<file path="config.mk">
export PLATFORM = sky130hd
export DESIGN_NAME = exception_dispatcher
export DESIGN_NICKNAME = d
export VERILOG_FILES = /design/src/rtl/coprocessor0_params.sv /design/src/rtl/wb_stage_params.sv /design/src/rtl/exception_priority_encoder.sv /design/src/rtl/exception_dispatcher.sv
export SDC_FILE = /design/constraint.sdc
export NUM_CORES = 1
export LEC_CHECK = 0
export CAP_MARGIN = 20
export CORE_AREA = 2 2 120 122
export DETAILED_ROUTE_END_ITERATION = 8
export DIE_AREA = 0 0 122 124
export SYNTH_ARGS = -nofsm -noshare
export SYNTH_HDL_FRONTEND = slang
export SYNTH_SLANG_ARGS = --single-unit
</file>
<file path="constraint.sdc">
create_clock -name clock -period 2.6 [get_ports clock]
set_input_delay 0.65 -clock clock [delete_from_list [all_inputs] [get_ports clock]]
set_output_delay 0.65 -clock clock [all_outputs]
set_load 0.1 [all_outputs]
</file>
<file path="src/rtl/coprocessor0_params.sv">
// rtl/coprocessor0_params.sv - CP0 exception codes, vector default and CP0-to-fetch bus
package coprocessor0_params;

  localparam logic [31:0] EXCEPTION_VECTOR_DEFAULT = 32'hbfc00380;

  typedef enum logic [4:0] {
    EXC_INT  = 5'h00,
    EXC_ADEL = 5'h04,
    EXC_ADES = 5'h05,
    EXC_SYS  = 5'h08,
    EXC_BP   = 5'h09,
    EXC_RI   = 5'h0a,
    EXC_OV   = 5'h0c
  } exception_code_t;

  typedef struct packed {
    logic [31:0] exception_address;
    logic [7:0]  interrupt_valid;
  } cp0_to_if_bus_t;

endpackage

</file>
<file path="src/rtl/wb_stage_params.sv">
// rtl/wb_stage_params.sv - writeback-to-CP0 write/exception bus
package wb_stage_params;
  import coprocessor0_params::*;

  typedef struct packed {
    logic            exception_valid;
    exception_code_t exception_code;
    logic [31:0]     exception_address;
    logic            in_delay_slot;
    logic            is_address_fault;
    logic [31:0]     badvaddr_value;
    logic            eret_flush;
    logic            write_enabled;
    logic [4:0]      address_register;
    logic [2:0]      address_select;
    logic [31:0]     write_data;
  } wb_to_cp0_bus_t;

endpackage

</file>
<file path="src/rtl/exception_priority_encoder.sv">
// rtl/exception_priority_encoder.sv - picks the winning exception source of a retiring instruction
module exception_priority_encoder
  import coprocessor0_params::*;
(
  input  logic            interrupt_pending,
  input  logic            fetch_address_error,
  input  logic            reserved_instruction,
  input  logic            overflow,
  input  logic            syscall,
  input  logic            break_point,
  input  logic            load_address_error,
  input  logic            store_address_error,
  output logic            exception_valid,
  output exception_code_t exception_code,
  output logic            is_address_fault
);

  always_comb begin
    exception_valid  = 1'b1;
    exception_code   = EXC_INT;
    is_address_fault = 1'b0;
    if (interrupt_pending) begin
      exception_code = EXC_INT;
    end else if (fetch_address_error) begin
      exception_code   = EXC_ADEL;
      is_address_fault = 1'b1;
    end else if (reserved_instruction) begin
      exception_code = EXC_RI;
    end else if (overflow) begin
      exception_code = EXC_OV;
    end else if (syscall) begin
      exception_code = EXC_SYS;
    end else if (break_point) begin
      exception_code = EXC_BP;
    end else if (load_address_error) begin
      exception_code   = EXC_ADEL;
      is_address_fault = 1'b1;
    end else if (store_address_error) begin
      exception_code   = EXC_ADES;
      is_address_fault = 1'b1;
    end else begin
      exception_valid = 1'b0;
    end
  end

endmodule

</file>
<file path="src/rtl/exception_dispatcher.sv">
// rtl/exception_dispatcher.sv - writeback exception/ERET dispatcher; EXCEPTION_DISPATCHER_INTERRUPT_EN enables interrupts
module exception_dispatcher
  import coprocessor0_params::*;
  import wb_stage_params::*;
#(
  parameter logic [31:0] EXCEPTION_VECTOR = EXCEPTION_VECTOR_DEFAULT
) (
  input  logic           clock,
  input  logic           reset,
  input  logic           wb_valid,
  output logic           wb_ready,
  input  logic [31:0]    wb_pc,
  input  logic           wb_in_delay_slot,
  input  logic           wb_fetch_address_error,
  input  logic           wb_reserved_instruction,
  input  logic           wb_overflow,
  input  logic           wb_syscall,
  input  logic           wb_break,
  input  logic           wb_load_address_error,
  input  logic           wb_store_address_error,
  input  logic [31:0]    wb_data_address,
  input  logic           wb_is_eret,
  input  logic           wb_is_mtc0,
  input  logic [4:0]     wb_cp0_register,
  input  logic [2:0]     wb_cp0_select,
  input  logic [31:0]    wb_cp0_write_data,
  input  cp0_to_if_bus_t cp0_to_if_data_bus,
  output wb_to_cp0_bus_t wb_to_cp0_data_bus,
  output logic           pipeline_flush,
  output logic           redirect_valid,
  output logic [31:0]    redirect_address,
  input  logic           redirect_ready
);

  typedef enum logic {
    ST_IDLE     = 1'b0,
    ST_REDIRECT = 1'b1
  } state_t;

  state_t          state_q, state_d;
  logic            pipeline_flush_q, pipeline_flush_d;
  logic [31:0]     redirect_address_q, redirect_address_d;
  logic            interrupt_pending_q, interrupt_pending_d;
  logic            commit;
  logic            exc_valid;
  exception_code_t exc_code;
  logic            exc_fault;

`ifdef EXCEPTION_DISPATCHER_INTERRUPT_EN
  always_comb interrupt_pending_d = |cp0_to_if_data_bus.interrupt_valid;
`else
  logic unused_interrupt_valid;
  assign unused_interrupt_valid = ^cp0_to_if_data_bus.interrupt_valid;
  always_comb interrupt_pending_d = 1'b0;
`endif

  exception_priority_encoder u_priority (
    .interrupt_pending   (interrupt_pending_q),
    .fetch_address_error (wb_fetch_address_error),
    .reserved_instruction(wb_reserved_instruction),
    .overflow            (wb_overflow),
    .syscall             (wb_syscall),
    .break_point         (wb_break),
    .load_address_error  (wb_load_address_error),
    .store_address_error (wb_store_address_error),
    .exception_valid     (exc_valid),
    .exception_code      (exc_code),
    .is_address_fault    (exc_fault)
  );

  assign wb_ready         = (state_q == ST_IDLE);
  assign redirect_valid   = (state_q == ST_REDIRECT);
  assign pipeline_flush   = pipeline_flush_q;
  assign redirect_address = redirect_address_q;
  assign commit           = wb_valid && wb_ready;

  // Exception and write fields are only populated when they take effect.
  always_comb begin
    wb_to_cp0_data_bus = '0;
    if (commit) begin
      wb_to_cp0_data_bus.exception_valid = exc_valid;
      if (exc_valid) begin
        wb_to_cp0_data_bus.exception_code    = exc_code;
        wb_to_cp0_data_bus.exception_address = wb_pc;
        wb_to_cp0_data_bus.in_delay_slot     = wb_in_delay_slot;
        wb_to_cp0_data_bus.is_address_fault  = exc_fault;
        if (exc_fault) begin
          wb_to_cp0_data_bus.badvaddr_value =
            wb_fetch_address_error ? wb_pc : wb_data_address;
        end
      end
      wb_to_cp0_data_bus.eret_flush = wb_is_eret && !exc_valid;
      if (wb_is_mtc0 && !exc_valid) begin
        wb_to_cp0_data_bus.write_enabled    = 1'b1;
        wb_to_cp0_data_bus.address_register = wb_cp0_register;
        wb_to_cp0_data_bus.address_select   = wb_cp0_select;
        wb_to_cp0_data_bus.write_data       = wb_cp0_write_data;
      end
    end
  end

  always_comb begin
    state_d            = state_q;
    pipeline_flush_d   = 1'b0;
    redirect_address_d = redirect_address_q;
    case (state_q)
      ST_IDLE: begin
        if (commit && exc_valid) begin
          state_d            = ST_REDIRECT;
          pipeline_flush_d   = 1'b1;
          redirect_address_d = EXCEPTION_VECTOR;
        end else if (commit && wb_is_eret) begin
          state_d            = ST_REDIRECT;
          pipeline_flush_d   = 1'b1;
          redirect_address_d = cp0_to_if_data_bus.exception_address;
        end
      end
      ST_REDIRECT: begin
        if (redirect_ready) begin
          state_d = ST_IDLE;
        end
      end
      default: state_d = ST_IDLE;
    endcase
  end

  always_ff @(posedge clock) begin
    if (reset) begin
      state_q             <= ST_IDLE;
      pipeline_flush_q    <= 1'b0;
      redirect_address_q  <= 32'h0;
      interrupt_pending_q <= 1'b0;
    end else begin
      state_q             <= state_d;
      pipeline_flush_q    <= pipeline_flush_d;
      redirect_address_q  <= redirect_address_d;
      interrupt_pending_q <= interrupt_pending_d;
    end
  end

endmodule

</file>
# Word-level counts from Yosys, hierarchy flattened
# Index checks and enable logic that the tools add are counted.
# word_totals
register_bits	34
in_bits	158
output_inout_bits	149
elab_cells	43
# op_classes
n_reduce_logical	9
muxes	30
bitwise_logic	1
# ops
operator	count
$mux W32	4
$mux W114	1
$mux W71	1
$mux W41	1
$mux W5	6
$mux W1	15
$logic_and A1 B1 Y1	5
$mux W3	1
$pmux W1 S2	1
$reduce_and A2 Y1	1
$reduce_bool A2 Y1	1
$reduce_or A2 Y1	1
$logic_not A1 Y1	1
$not A1 Y1	1

# Longest topological paths before layout
# Gate-level depths: netlist of the first run.
# depth
ltp_word	11
depth_mapped	6
ltp_nobuf	4

# Cells and area by module
# Synthesis of the first run repeated with hierarchy kept, for this count alone.
# unflattened
hier_cells	295
area_unflattened_um2	2324.7
# by_module_without_submodules
module	area_per_inst_um2	n_inst	seq_area_each_um2	cells_per_inst
exception_dispatcher	2205.9	1	680.7	277
exception_priority_encoder	118.9	1	0.0	18

# Worst setup path before layout of the first run
# OpenSTA, ideal clock, no wires.
# synth_path
kind	register to output
from	register state_q (netlist: redirect_valid)
to	output wb_to_cp0_data_bus[108] (netlist bit)
path_buffers	0
stages_incl_launch_ff	3
t_arrival_ns	3.933
path_slack_ns	-1.983
required_ns	1.950
cell_sequence	dfxtp_1 -> nand2b_1 -> nor4_1
# synth_rtl
item	line	rtl
start, declared	exception_dispatcher.sv:40	state_t state_q, state_d;
start signal, assigned	exception_dispatcher.sv:134	state_q <= state_d;
end, declared	exception_dispatcher.sv:28	output wb_to_cp0_bus_t wb_to_cp0_data_bus,

==> results of run 1 <==
[power by group through the flow]
stage / Clock [W] / Combinational [W] / Sequential, W
floorplan: 0 / 0.000709 / 0.000777
global placement: 0 / 0.00154 / 0.000576
detailed placement: 0 / 0.00156 / 0.000577
CTS: 0.000604 / 0.00165 / 0.000568
global route: 0.000634 / 0.00169 / 0.000571
finish: 0.000585 / 0.00164 / 0.000568
[state kept, by name, summed over array words and instances, names as in the netlist]
| signal | flops |
|---|---|
| pipeline_flush | 1 |
| redirect_address | 32 |
| redirect_valid | 1 |
[metal layers]
layer / routed length [um] / vias to the layer above / global-route usage
met5: 0 / - / 0
met2: 9080 / 167 / 0.399
met4: 246 / 0 / 0.0496
met1: 6110 / 1831 / 0.221
li1: - / 1883 / -
met3: 1040 / 18 / 0.0394
[layout make-up]
type                       count  area share
tap                          180      0.0271
antenna                        1    0.000301
clock inverter                 1    0.000602
sequential                    34      0.0821
timing repair buffer         361       0.599
clock buffer                   7      0.0172
inverter                       3     0.00196
multi-input combinational    296       0.271
[placed cells by master, fill, tap and decap left out, drive strengths merged]
cell	Yosys	layout
buf	10	213
clkdlybuf4s50	0	141
nand2	98	98
and2	73	73
a21oi	55	55
dfxtp	34	34
nand3b	33	33
a31oi	12	12
clkbuf	24	11
nor2	4	4
nor4	3	3
nor3	3	3
nand2b	2	2
inv	3	2
clkdlybuf4s15	0	2
or3	2	2
clkinv	0	2
o31ai	2	2
diode	0	1
or4	1	1
nor2b	1	1
o21ai	1	1
or2	1	1
nor3b	1	1
and4	1	1
and3b	1	1
a2bb2oi	1	1
conb	1	1
dlygate4sd2	0	1
[worst min-delay path, stage by stage (launching register included)]
cell	delay (ps)
dfxtp_1	300
nand2_1	50
a21oi_1	50
[final timing paths]
check	from	to	slack [ps]	depth (start not counted)
max	wb_syscall	wb_to_cp0_data_bus[79]	-230	7
min	redirect_address[6]	redirect_address[6]	450	2
max reg2reg	redirect_valid	redirect_address[18]	1290	5
min reg2reg	redirect_address[6]	redirect_address[6]	450	2
[cell families after synthesis]
family,share of synthesized area
AOI/OAI and AO/OA,0.159
buffers and inverters,0.0712
DFF,0.277
other,0.00152
and+or+nand+nor,0.492
[timing repair]
action / CTS / global route
gates cloned: 13 / 4
buffers inserted: 15 / 10
hold endpoints to repair: 0 / 0
gates resized for setup: 61 / 14
pin swaps: 43 / 36
endpoints found under the setup margin: 112 / 108
[metrics by stage]
step	instances	cell area (um2)	setup TNS, ps
final	883	8310	-16100
after detailed placement	844	7510	-57200
after global routing	883	8310	-21700
after floorplan	367	3110	-4490
after CTS	879	8290	-16860
after global placement	844	7510	-54770
==> reports/metrics.yaml, run 1 <==
synth:
  post-synth-top-count-cell: "nand2_1"
  netlist_area_um2: 2460
  ys_seq_elements: 34
  synth_edf_count: 0
  syn_inst: 367
  syn_avg_cell_area_um2: 6.70
  ys.warnings.count: 0
  synth_largest_area_cell: "dfxtp_1"
  syn-num-nets: 525
  async_flop_share: 0
  synth_common_cells: "nand2_1, and2_1, a21oi_1, dfxtp_1, nand3b_1"
  synth_cell_types: 30
  ys_seq_area_frac: 0.277
  synthTopCellsByArea: "dfxtp_1, and2_1, nand2_1"
  synth_top_area_frac: 0.277
  ys.flop_type: "dfxtp_1"
flow_run:
  maxCapViolCount: 0
timing:
  min_period_over_period: 1.09
  worst_slack_ps: -225
  final_hold_viol_count: 0
  hold_slack_ps: 454
  clock_skew_ps: 4.02
  finalMaxSlewViolations: 0
  rsz0062_at_grt: "true"
  fmax_mhz: 354
  fin_crit_ps: 2830
  setup_viol: 108
route:
  vias: 3899
  vias_per_cell: 4.42
  drc: 0
  drt_iter0_drc: 154
  first_pass_iters: 4
  drt-total-wl_um: 16500
  ant_nets: 0
  drt-wirelength-per-cell_um: 18.7
run_status:
  status: "complete, but fails checks"
  failed_checks: "setup timing"
die:
  pin_count: 307
  coreArea_um2: 13700
  start_util: 0.179
  die_x_um: 122
  dieArea_um2: 15100
  die_h_um: 124
  fp-row-count: 43
clock_tree:
  clkTransAtPathRegs_ps: 50
  cts.sinks: 34
  ctsRootBufferMaster: "clkbuf_16"
  hold_buffers: 0
  cts_max_level: 2
  cts_tree: "done"
  cts_buffers: 5
  clk_latency_ps: 270
  clockBufferDepth: 2
pwr:
  p_sw_w: 0.00119
  intPower_w: 0.00159
  ir_worst_vdd_mv: 0.328
  power.density_nw_per_um2: 336
  p_leak_nw: 3.24
  comb_power_share: 0.587
  p_sw_frac: 0.428
  clkPwrFrac: 0.210
  seqPwrFrac: 0.204
  power_w: 0.00279
hold_path:
  hold_path_class: "flop to flop"
layout:
  seqCellArea_um2: 682
  synthToLayoutAreaGrowth_pct: 238
  nets: 859
  drive_gt1_frac: 0.494
  nFillCells: 1096
  fin_util: 0.606
  multiInputGateArea_um2: 2260
worst_setup_path:
  required_ps: 1950
  end_kind: "output pin"
  cpLargestDelayFamily: "simple AND/OR/NAND/NOR gates"
  crit_path_top_delay_cell: "or4_4"
  start_kind: "primary input"
  critical_path_class: "primary input to output pin"
  max_stage_delay_ps: 560
  crit_path_max_fanout: 6
  cp_num_buf_inv: 4
  crit_arrival_ps: 2180
  path_cells: "buf_6 > or4_4 > o21ai_4 > clkinv_4 > buf_16 > and2_4 > buf_12"
global_routing:
  grt_pass1_wl_um: 23400
  antenna_found_initial: 1
  grt_max_degree: 70
  overflow: 0
  grt_use_total: 0.203
  grt_pass1_vias: 4019
placement:
  dp_hpwl_um: 12300
  place.gp.congestion: 0.774
  dp_slack_ps: -583
  port_buffers: 297
Power figures use the tool's default switching activity.
==> run 2: changes to the inputs <==
--- a/config.mk
+++ b/config.mk
@@ -9,6 +9,7 @@
 export CORE_AREA = 2 2 120 122
 export DETAILED_ROUTE_END_ITERATION = 8
 export DIE_AREA = 0 0 122 124
+export MAX_ROUTING_LAYER = met4
 export SYNTH_ARGS = -nofsm -noshare
 export SYNTH_HDL_FRONTEND = slang
 export SYNTH_SLANG_ARGS = --single-unit
==> reports/metrics.yaml, run 2 (synthesis gave the netlist of run 1 again) <==
timing:
  clock_skew_ps: 4.51
  fmax_mhz: 354
  rsz0062_at_grt: "true"
  setup_viol: 108
  hold_slack_ps: 455
  fin_crit_ps: 2820
  final_hold_viol_count: 0
  finalMaxSlewViolations: 0
  worst_slack_ps: -224
  min_period_over_period: 1.09
route:
  ant_nets: 0
  first_pass_iters: 4
  drt-wirelength-per-cell_um: 18.6
  vias: 3880
  drc: 0
  vias_per_cell: 4.39
  drt-total-wl_um: 16400
  drt_iter0_drc: 174
worst_setup_path:
  crit_path_max_fanout: 6
  start_kind: "primary input"
  cpLargestDelayFamily: "simple AND/OR/NAND/NOR gates"
  cp_num_buf_inv: 4
  r2r_slack_ps: 1290
  rr_worst_depth: 4
  crit_path_top_delay_cell: "or4_4"
  max_stage_delay_ps: 560
  path_cells: "buf_6 > or4_4 > o21ai_4 > clkinv_4 > buf_16 > and2_4 > buf_12"
  timing.rr.start: "redirect_valid"
  end_kind: "output pin"
  crit_arrival_ps: 2170
  critical_path_class: "primary input to output pin"
  reg2reg_to: "redirect_address[13]"
  required_ps: 1950
global_routing:
  grt_pass1_vias: 4007
  overflow: 0
  antenna_found_initial: 1
  grt_max_degree: 70
  grt_pass1_wl_um: 23400
  grt_use_total: 0.209
clock_tree:
  hold_buffers: 0
  clockBufferDepth: 2
  cts_buffers: 5
  clk_latency_ps: 270
  ctsRootBufferMaster: "clkbuf_16"
  clkTransAtPathRegs_ps: 50
  cts.sinks: 34
  cts_tree: "done"
  cts_max_level: 2
layout:
  largest_reg_flops: 32
  layout_common_cells: "clkdlybuf4s50_1, buf_12, nand2_1"
  synthToLayoutAreaGrowth_pct: 238
  nets: 859
  final_common_cell: "clkdlybuf4s50_1"
  nFillCells: 1096
  drive_gt1_frac: 0.494
  final-instance-count-excl-fill: 883
die:
  die_x_um: 122
  coreArea_um2: 13700
  pin_count: 307
  die_h_um: 124
  dieArea_um2: 15100
  start_util: 0.179
  fp-row-count: 43
flow_run:
  maxCapViolCount: 0
hold_path:
  hold-path-endpoint: "redirect_address[6]"
  hold_start: "redirect_address[6]"
  hold_depth: 2
  hold_path_class: "flop to flop"
placement:
  dpl.cell_count: 844
  dp_hpwl_um: 12300
  dp_slack_ps: -583
  place.gp.congestion: 0.785
  port_buffers: 297
run_status:
  failed_checks: "setup timing"
  status: "complete, but fails checks"
pwr:
  power_w: 0.00279
  power.density_nw_per_um2: 335
  p_leak_nw: 3.24
  ir_worst_vdd_mv: 0.328
==> run 2: repair_timing <==
action | in CTS | in global routing
cloned | 13 | 4
endpoints found under the setup margin | 112 | 108
endpoints found under the hold margin | 0 | 0
resized for setup | 61 | 14
buffers inserted | 15 | 10
pin swaps | 43 | 36
==> run 2: worst max-delay path by stage <==
stage / cells past startpoint / to / from
finish: 7 / wb_to_cp0_data_bus[79] / wb_syscall
global route: 7 / wb_to_cp0_data_bus[79] / wb_syscall
CTS: 11 / wb_to_cp0_data_bus[10] / wb_break
detailed placement: 7 / wb_to_cp0_data_bus[0] / wb_syscall
global placement: 7 / wb_to_cp0_data_bus[0] / wb_syscall
floorplan: 2 / wb_to_cp0_data_bus[108] / wb_syscall
==> run 2: worst min-delay path: stages (launching register included) <==
cell	delay (ps)
dfxtp_1	310
nand2_1	50
a21oi_1	50
==> run 2: per-stage QoR <==
stage | cell area (um2) | util | TNS (ps)
finish | 8310 | 0.606 | -16000
floorplan | 3110 | - | -4490
detailed placement | 7510 | 0.547 | -57200
CTS | 8290 | 0.604 | -16860
global placement | 7510 | 0.547 | -54770
global route | 8310 | 0.606 | -21700
==> run 2: where the power goes <==
part | switching, W | leakage [nW] | internal (W)
combinational | 0.000971 | 2.89 | 0.000665
sequential | 0.0000172 | 0.279 | 0.000550
clock | 0.000205 | 0.0739 | 0.000379
total | 0.00119 | 3.24 | 0.00159
==> run 2: final cells by class <==
type | instances | area [um2] | share of cell area
sequential | 34 | 682 | 0.0821
inverter | 3 | 16.3 | 0.00196
multi-input combinational | 296 | 2260 | 0.271
antenna | 1 | 2.50 | 0.000301
clock inverter | 1 | 5.00 | 0.000602
clock buffer | 7 | 143 | 0.0172
tap | 180 | 225 | 0.0271
timing repair buffer | 361 | 4980 | 0.599
==> run 2: metal layers <==
layer  GRT usage  wire, um
met5           -         0
met4      0.0532       290
met3      0.0348       921
met2       0.397      9030
met1       0.224      6200
